### config.mk
export PLATFORM = sky130hd
export DESIGN_NAME = morse_symbol_buffer_flat
export DESIGN_NICKNAME = d
export VERILOG_FILES = /design/src/rtl/morse_symbol_buffer_if.sv /design/src/rtl/morse_symbol_buffer.sv /design/src/flat_wrapper.sv
export SDC_FILE = /design/constraint.sdc
export NUM_CORES = 1
export LEC_CHECK = 0
export ABC_AREA = 1
export ABC_CLOCK_PERIOD_IN_PS = 3700
export BUFFER_PORTS_ARGS = -buffer_cell sky130_fd_sc_hd__clkbuf_2
export CAP_MARGIN = 5
export CORE_MARGIN = 4
export CORE_UTILIZATION = 50
export CTS_BUF_LIST = sky130_fd_sc_hd__clkbuf_8
export CTS_CLUSTER_SIZE = 25
export DETAILED_ROUTE_END_ITERATION = 10
export GPL_TIMING_DRIVEN = 1
export PLACE_DENSITY = 0.8
export SYNTH_ARGS = -nofsm -noshare
export SYNTH_HDL_FRONTEND = slang
export SYNTH_SLANG_ARGS = --single-unit
### constraint.sdc
create_clock -name clk -period 3.7 [get_ports clk]
set_input_delay 0.74 -clock clk [delete_from_list [all_inputs] [get_ports clk]]
set_output_delay 0.74 -clock clk [all_outputs]
set_load 0.01 [all_outputs]
### src/rtl/morse_symbol_buffer_if.sv
// Word handoff bus between the Morse symbol buffer and the keyboard/decoder stage.
interface morse_symbol_buffer_if #(
    parameter int unsigned MAX_SYMBOLS = 16,
    parameter int unsigned LEN_W       = $clog2(MAX_SYMBOLS + 1)
);
    logic [2*MAX_SYMBOLS-1:0] word_data;
    logic [LEN_W-1:0]         word_len;
    logic                     word_valid;
    logic                     word_ready;

    modport master (
        output word_data,
        output word_len,
        output word_valid,
        input  word_ready
    );

    modport slave (
        input  word_data,
        input  word_len,
        input  word_valid,
        output word_ready
    );
endinterface

### src/rtl/morse_symbol_buffer.sv
// Morse entry front end: synchronise and debounce four switches, pack 2-bit symbol
// codes into a word buffer and hand completed words over a valid/ready bus.
module morse_symbol_buffer #(
    parameter int unsigned MAX_SYMBOLS     = 16,
    parameter int unsigned DEBOUNCE_CYCLES = 250000,
    parameter int unsigned LEN_W           = $clog2(MAX_SYMBOLS + 1)
) (
    input  logic                  clk,
    input  logic                  rst_n,
    input  logic                  sw_rectangle,
    input  logic                  sw_square,
    input  logic                  sw_space,
    input  logic                  sw_done,
    morse_symbol_buffer_if.master word,
    output logic                  overflow,
    output logic [1:0]            last_sym,
    output logic                  last_sym_valid,
    output logic                  busy
);

    localparam int unsigned CNT_W = (DEBOUNCE_CYCLES > 1) ? $clog2(DEBOUNCE_CYCLES) : 1;
    localparam logic [CNT_W-1:0] CNT_LAST = CNT_W'(DEBOUNCE_CYCLES - 1);
    localparam logic [LEN_W-1:0] LEN_MAX  = LEN_W'(MAX_SYMBOLS);

    localparam logic [1:0] CODE_SPACE = 2'b10;
    localparam logic [1:0] CODE_DONE  = 2'b11;

    typedef enum logic [1:0] {StIdle, StCollect, StHold} state_e;

    // Bit index equals the symbol code: dot, dash, space, done.
    logic [3:0] sw_raw;
    assign sw_raw = {sw_done, sw_space, sw_rectangle, sw_square};

    logic [3:0]       sync1_q, sync2_q, deb_q, deb_prev_q, rise_q;
    logic [CNT_W-1:0] cnt_q [4];

    always_ff @(posedge clk) begin
        if (!rst_n) begin
            sync1_q    <= '0;
            sync2_q    <= '0;
            deb_q      <= '0;
            deb_prev_q <= '0;
            rise_q     <= '0;
            for (int i = 0; i < 4; i++) cnt_q[i] <= '0;
        end else begin
            sync1_q    <= sw_raw;
            sync2_q    <= sync1_q;
            deb_prev_q <= deb_q;
            rise_q     <= deb_q & ~deb_prev_q;
            for (int i = 0; i < 4; i++) begin
                if (sync2_q[i] == deb_q[i]) begin
                    cnt_q[i] <= '0;
                end else if (cnt_q[i] == CNT_LAST) begin
                    deb_q[i] <= ~deb_q[i];
                    cnt_q[i] <= '0;
                end else begin
                    cnt_q[i] <= cnt_q[i] + 1'b1;
                end
            end
        end
    end

    logic       ev_valid;
    logic [1:0] ev_code;

    always_comb begin
        ev_valid = |rise_q;
        ev_code  = 2'b00;
        if (rise_q[3])      ev_code = 2'b11;
        else if (rise_q[2]) ev_code = 2'b10;
        else if (rise_q[1]) ev_code = 2'b01;
    end

    state_e                   state_q, state_d;
    logic [2*MAX_SYMBOLS-1:0] data_q, data_d;
    logic [LEN_W-1:0]         len_q, len_d;
    logic                     valid_q, valid_d;
    logic                     overflow_q, overflow_d;
    logic [1:0]               last_sym_q, last_sym_d;
    logic                     lsv_q, lsv_d;

    always_ff @(posedge clk) begin
        if (!rst_n) begin
            state_q    <= StIdle;
            data_q     <= '0;
            len_q      <= '0;
            valid_q    <= 1'b0;
            overflow_q <= 1'b0;
            last_sym_q <= 2'b00;
            lsv_q      <= 1'b0;
        end else begin
            state_q    <= state_d;
            data_q     <= data_d;
            len_q      <= len_d;
            valid_q    <= valid_d;
            overflow_q <= overflow_d;
            last_sym_q <= last_sym_d;
            lsv_q      <= lsv_d;
        end
    end

    int unsigned prev_idx;
    int unsigned wr_idx;
    logic [1:0]  prev_code;

    always_comb begin
        state_d    = state_q;
        data_d     = data_q;
        len_d      = len_q;
        valid_d    = valid_q;
        overflow_d = overflow_q;
        last_sym_d = last_sym_q;
        lsv_d      = 1'b0;
        wr_idx     = (len_q < LEN_MAX) ? int'(len_q) : 0;
        prev_idx   = (len_q == '0) ? 0 : int'(len_q) - 1;
        prev_code  = data_q[2*prev_idx +: 2];

        case (state_q)
            StIdle: begin
                if (ev_valid && !ev_code[1]) begin
                    data_d[1:0] = ev_code;
                    len_d       = LEN_W'(1);
                    last_sym_d  = ev_code;
                    lsv_d       = 1'b1;
                    state_d     = StCollect;
                end
            end
            StCollect: begin
                if (ev_valid) begin
                    if (ev_code == CODE_DONE) begin
                        // A trailing letter separator is not part of the word.
                        if (prev_code == CODE_SPACE) begin
                            data_d[2*prev_idx +: 2] = 2'b00;
                            len_d                   = len_q - LEN_W'(1);
                        end
                        valid_d = 1'b1;
                        state_d = StHold;
                    end else if (len_q == LEN_MAX) begin
                        overflow_d = 1'b1;
                    end else if (!(ev_code == CODE_SPACE && prev_code == CODE_SPACE)) begin
                        data_d[2*wr_idx +: 2] = ev_code;
                        len_d                 = len_q + LEN_W'(1);
                        last_sym_d            = ev_code;
                        lsv_d                 = 1'b1;
                    end
                end
            end
            StHold: begin
                if (word.word_ready) begin
                    data_d     = '0;
                    len_d      = '0;
                    overflow_d = 1'b0;
                    valid_d    = 1'b0;
                    state_d    = StIdle;
                end
            end
            default: state_d = StIdle;
        endcase
    end

    assign word.word_data  = data_q;
    assign word.word_len   = len_q;
    assign word.word_valid = valid_q;
    assign overflow        = overflow_q;
    assign last_sym        = last_sym_q;
    assign last_sym_valid  = lsv_q;
    assign busy            = (state_q == StCollect);

endmodule

### src/flat_wrapper.sv
// flat-port wrapper written by rule: the top's interface ports become plain ports
module morse_symbol_buffer_flat 
#(
    parameter int unsigned MAX_SYMBOLS     = 16,
    parameter int unsigned DEBOUNCE_CYCLES = 250000,
    parameter int unsigned LEN_W           = $clog2(MAX_SYMBOLS + 1)
)
  (clk, rst_n, sw_rectangle, sw_square, sw_space, sw_done, overflow, last_sym, last_sym_valid, busy, word_word_data, word_word_len, word_word_valid, word_word_ready);
  morse_symbol_buffer_if #(.MAX_SYMBOLS(MAX_SYMBOLS), .LEN_W(LEN_W)) word_i ();
  input  logic clk;
  input  logic rst_n;
  input  logic sw_rectangle;
  input  logic sw_square;
  input  logic sw_space;
  input  logic sw_done;
  output logic overflow;
  output logic [1:0] last_sym;
  output logic last_sym_valid;
  output logic busy;
  output wire logic [$bits(word_i.word_data)-1:0] word_word_data;
  output wire logic [$bits(word_i.word_len)-1:0] word_word_len;
  output wire logic [$bits(word_i.word_valid)-1:0] word_word_valid;
  input wire logic [$bits(word_i.word_ready)-1:0] word_word_ready;
  assign word_word_data = word_i.word_data;
  assign word_word_len = word_i.word_len;
  assign word_word_valid = word_i.word_valid;
  assign word_i.word_ready = word_word_ready;
  morse_symbol_buffer #(.MAX_SYMBOLS(MAX_SYMBOLS), .DEBOUNCE_CYCLES(DEBOUNCE_CYCLES), .LEN_W(LEN_W)) u_core (.clk(clk), .rst_n(rst_n), .sw_rectangle(sw_rectangle), .sw_square(sw_square), .sw_space(sw_space), .sw_done(sw_done), .word(word_i), .overflow(overflow), .last_sym(last_sym), .last_sym_valid(last_sym_valid), .busy(busy));
endmodule
==> results.md <==
- For this design, the slowest cell found on the critical path is dfxtp_2.
- The HPWL after detailed placement is approximately 15 mm.
- In the synthesized netlist, the number of instances is between 1000 and 1500.
- The maximum single-stage delay on the critical path is ~0.33 ns.
- For this run, the register share of the synthesized area comes to 0.413.
- The first routing iteration left 550 violations.
- The total area of multi-input combinational cells is between 4000 and 5000 um2.
- The number of top-level pins is 50.
- The detailed-routing iteration count for the pre-antenna-repair pass is 8.
- In this run, CTS created clock tree buffers numbering 17.
- For this run, the leading register cell type out of synthesis is edfxtp_1.
- After layout, the design draws a total of approximately 2900 uW.
- The leakage power is around 0.0048 uW.
- At the end of routability-driven placement, the weighted congestion stood at approximately 1.
- The first global-routing pass estimated roughly 32 mm of wire.
- The post-synthesis cell area is 8330 um2.
- The final route contains 7757 vias.
- The number of synthesized flops with an enable pin is 72.
- The pin count of the biggest net entering global routing is 33.
- The average via count per standard cell is around 5.
- Compared with the post-synthesis result, the final layout area differs by 16.6%.
- The count of cells in the finished layout, fillers not included, comes to roughly 1500.
- After synthesis the netlist holds a flip-flop and latch count of between 100 and 150.
- The most numerous cell on the critical path is nand2_1.
- The worst min-delay path class is flop to flop.
- The number of antenna violations at the first check in global routing is 0.
- Row generation in the floorplan step produced between 40 and 50 rows.
- 0 antenna diodes ended up in the layout.
- CTS saw ~140 sinks.
- The initial cell density of the core is 0.517.
- The share of the synthesized area in compound gates (AO/OA/AOI/OAI) is 0.0837.
- The TritonCTS clock tree is built.
- In this run the worst path has a maximum fanout of 7.
- In the final layout, flip-flops and latches occupy roughly 3400 um2.
- Of the total synthesized cell area, the portion taken by AND, OR, NAND and NOR gates is 0.354.
- The final number of max-transition violations is 0.
- The worst IR drop on VDD is between 200 and 300 uV.
- The netlist uses between 40 and 50 different library cells.
- The share of post-route cells with drive strength above 1 is 0.133.
- The instance count after placement with tap cells included is 1490.
- The flow ran to the end, and the final reports show no timing, DRC or antenna violations.
- The total routing resource utilization after global routing is 0.211.
- After layout, the minimum clock period comes to around 3.4 ns.
- The fraction of synthesized area in multiplexers is 0.
- The number of hold buffers added after cts is 0.
- The proportion of power drawn by the clock network is 0.396.
- From left edge to right edge, the die measures between 100 and 150 um.
- In the final routed layout, each cell accounts on average for about 13 um.
- The nature of the critical path startpoint is a flop.
- The power density normalized to cell area is 298 nW/um2.
- The remaining global-route overflow is 0.
- The die span in y is 137 um.
- The final count of hold timing violations is 0.
- By area, the combinational part of the netlist is dominated by simple AND/OR/NAND/NOR gates.
- In this run the mean area of a mapped cell was roughly 7.2 um2.
- For this run, the number of Yosys warnings is 0.
- The number of max-cap violations is 0.
- The number of nets in the layout is approximately 1300.
- Hold timing on the final database bottoms out at a slack of 0.383 ns.
- The number of DRC violations after detailed routing is 0.
- The adder-cell share of the synthesized area is 0.0354.
- The H-tree depth is 4.
- The routed design has approximately 19 mm of wire.
- The remaining antenna violation count after routing is 0.
- Counting flops with an async set or reset pin after synthesis yields a share of 0.
- The number of buffers on the longest clock path is 2.
- The critical path data required time is about 4 ns.
- The clock arrives with 0.0182 ns of skew.
- Port buffering added 49 buffers.
- The tree is rooted in a clkbuf_8.
- The via count of the first global-routing pass came to between 7000 and 8000.
- The endpoint arrival time on the critical path is 3.83 ns.
- The switching power is between 700 and 800 uW.
- The switching power as a share of total power is 0.247.
- The slew at the pin closest to its max-slew limit is between 1 and 1.5 ns.
- In this run the standard cell core region covers roughly 16000 um2.
- Walking the worst path, the cells encountered are inv_2 -> ha_4 -> inv_2 -> nor2_4 -> nand2_8 -> buf_4 -> o21ai_2 -> nand3_2 -> nor2_4 -> inv_1 -> ha_1 -> nor2_1 -> nand2_1 -> nor2_2 -> nand2_1 -> nand2_2 -> nand4_1 -> nor2_2 -> nand3_1 -> a21oi_1 -> nand4_2 -> nand2_1 -> nand2_1 -> nor2_1.
- The fraction of power consumed by sequential logic is 0.570.
- Before CTS, the worst setup slack after placement is roughly 0.093 ns.
- The layout filler cell count is approximately 1500.
- For this run, the top clock speed supported by timing is ~0.29 GHz.
- Setup violations remaining at the end of the flow were counted as 0.
- The portion of total power attributed to combinational logic is 0.034.
- The setup path with the least slack is of type flop to flop.
- After clock tree synthesis, the clock-pin slew on the worst setup and hold paths is roughly 0.080 ns.
- The final worst-path setup slack is ~0.26 ns.
- The fraction of the cycle the final worst path needs is 0.931.
- The internal power of the cells is 2180 uW.
- The endpoint kind of the worst setup timing path is a flop.
- At the later pin of the worst-skew pair, clock insertion delay measures about 0.46 ns.
- Measured against its own limit, the worst slew margin works out to 0.148.
- The die covers 18800 um2.
- The final sum of negative setup slack is 0 ns.
- The synthesized-area fraction occupied by xor and xnor cells is 0.0179.
-- routing by layer --
metal  global-route usage  up-vias  routed length, um
li1                     -     4001                  -
met1                0.273     3530               8670
met2                0.359      195               9390
met3               0.0375       31               1000
met4               0.0682        0                401
met5                    0        -                  0
-- layout by cell type (no fill, tap or decap), types with 8 or more instances in the layout --
master / synthesis / final
nand2_1: 221 / 220
nor4_1: 13 / 13
inv_1: 176 / 175
nand4_1: 23 / 23
conb_1: 1 / 72
buf_4: 1 / 25
nand4_2: 9 / 9
xor2_1: 15 / 15
nand3_2: 6 / 9
clkbuf_2: 0 / 49
nor2_1: 218 / 212
nand3_1: 89 / 86
clkbuf_8: 0 / 17
nand2_2: 9 / 8
o21ai_0: 38 / 38
a21oi_1: 68 / 66
ha_1: 22 / 18
dfxtp_1: 64 / 62
nor3_1: 42 / 42
inv_2: 9 / 12
edfxtp_1: 72 / 72
-- synthesized netlist by cell type, types with 15 or more instances --
cell type,n,area (um2)
inv_1,176,661
ha_1,22,275
nor3_1,42,210
a21oi_1,68,340
nor2_1,218,818
dfxtp_1,64,1280
xor2_1,15,131
nand4_1,23,144
o21ai_0,38,190
nand2_1,221,830
edfxtp_1,72,2160
nand3_1,89,445
-- stage by stage --
stage / cell area, um2 / utilization
after global placement: 9100 / 0.565
after CTS: 9460 / 0.587
after floorplan: 8600 / -
after global routing: 9710 / 0.603
after detailed placement: 9100 / 0.565
final: 9710 / 0.603
-- what timing repair did --
item                       in CTS  in global routing
setup buffers                   0                 14
setup endpoints to repair       0                 30
gates resized for setup         0                 32
-- critical path: cells and delay by family, from the launching register on --
kind	cells	cell delay (ns)
and+or+nand+nor	16	2.00
adders and majority gates	2	0.41
buffers and inverters	4	0.35
DFF	1	0.33
AOI/OAI and AO/OA	2	0.31
-- sequential cells by signal (all words and copies together), names as in the netlist --
register and cells:
u_core.last_sym 2, u_core.rise_q 4, u_core.sync2_q 4, u_core.overflow 1, u_core.word.word_valid 1, u_core.cnt_q 72
u_core.deb_prev_q 4, u_core.word.word_len 5, u_core.word.word_data 32, u_core.last_sym_valid 1, u_core.sync1_q 4, u_core.deb_q 4
u_core.state_q 2
-- cell families after synthesis --
family                     after synthesis
AOI/OAI and AO/OA                      127
xor gates and xnor gates                17
adders and majority gates               23
buffers and inverters                  206
DFF                                    136
other                                    1
and+or+nand+nor                        653
-- cell type report --
type,count,area share
Timing Repair Buffer,74,0.0446
Multi-Input combinational cell,892,0.463
Clock buffer,17,0.0241
Clock inverter,15,0.0134
Sequential cell,136,0.355
Inverter,186,0.0719
Tap cell,216,0.0278
-- power groups by stage --
stage,Clock [uW],Combinational [uW],Sequential [uW]
2_1_floorplan,0,76.5,1680
3_3_place_gp,0,92.3,1690
3_5_place_dp,0,94.7,1690
4_1_cts,1180,95.5,1650
5_1_grt,1250,117,1660
6_report,1150,98.3,1650
-- final timing paths --
| kind | start | endpoint | slack, ns | depth (start not counted) |
|---|---|---|---|---|
| worst max-delay path | u_core.word.word_len[0] | u_core.word.word_data[29] | 0.26 | 24 |
| worst min-delay path | u_core.deb_prev_q[1] | u_core.rise_q[1] | 0.38 | 1 |
| worst max register to register | u_core.word.word_len[0] | u_core.word.word_data[29] | 0.26 | 24 |
| worst min register to register | u_core.deb_prev_q[1] | u_core.rise_q[1] | 0.38 | 1 |
(Power assumes the default switching activity.)
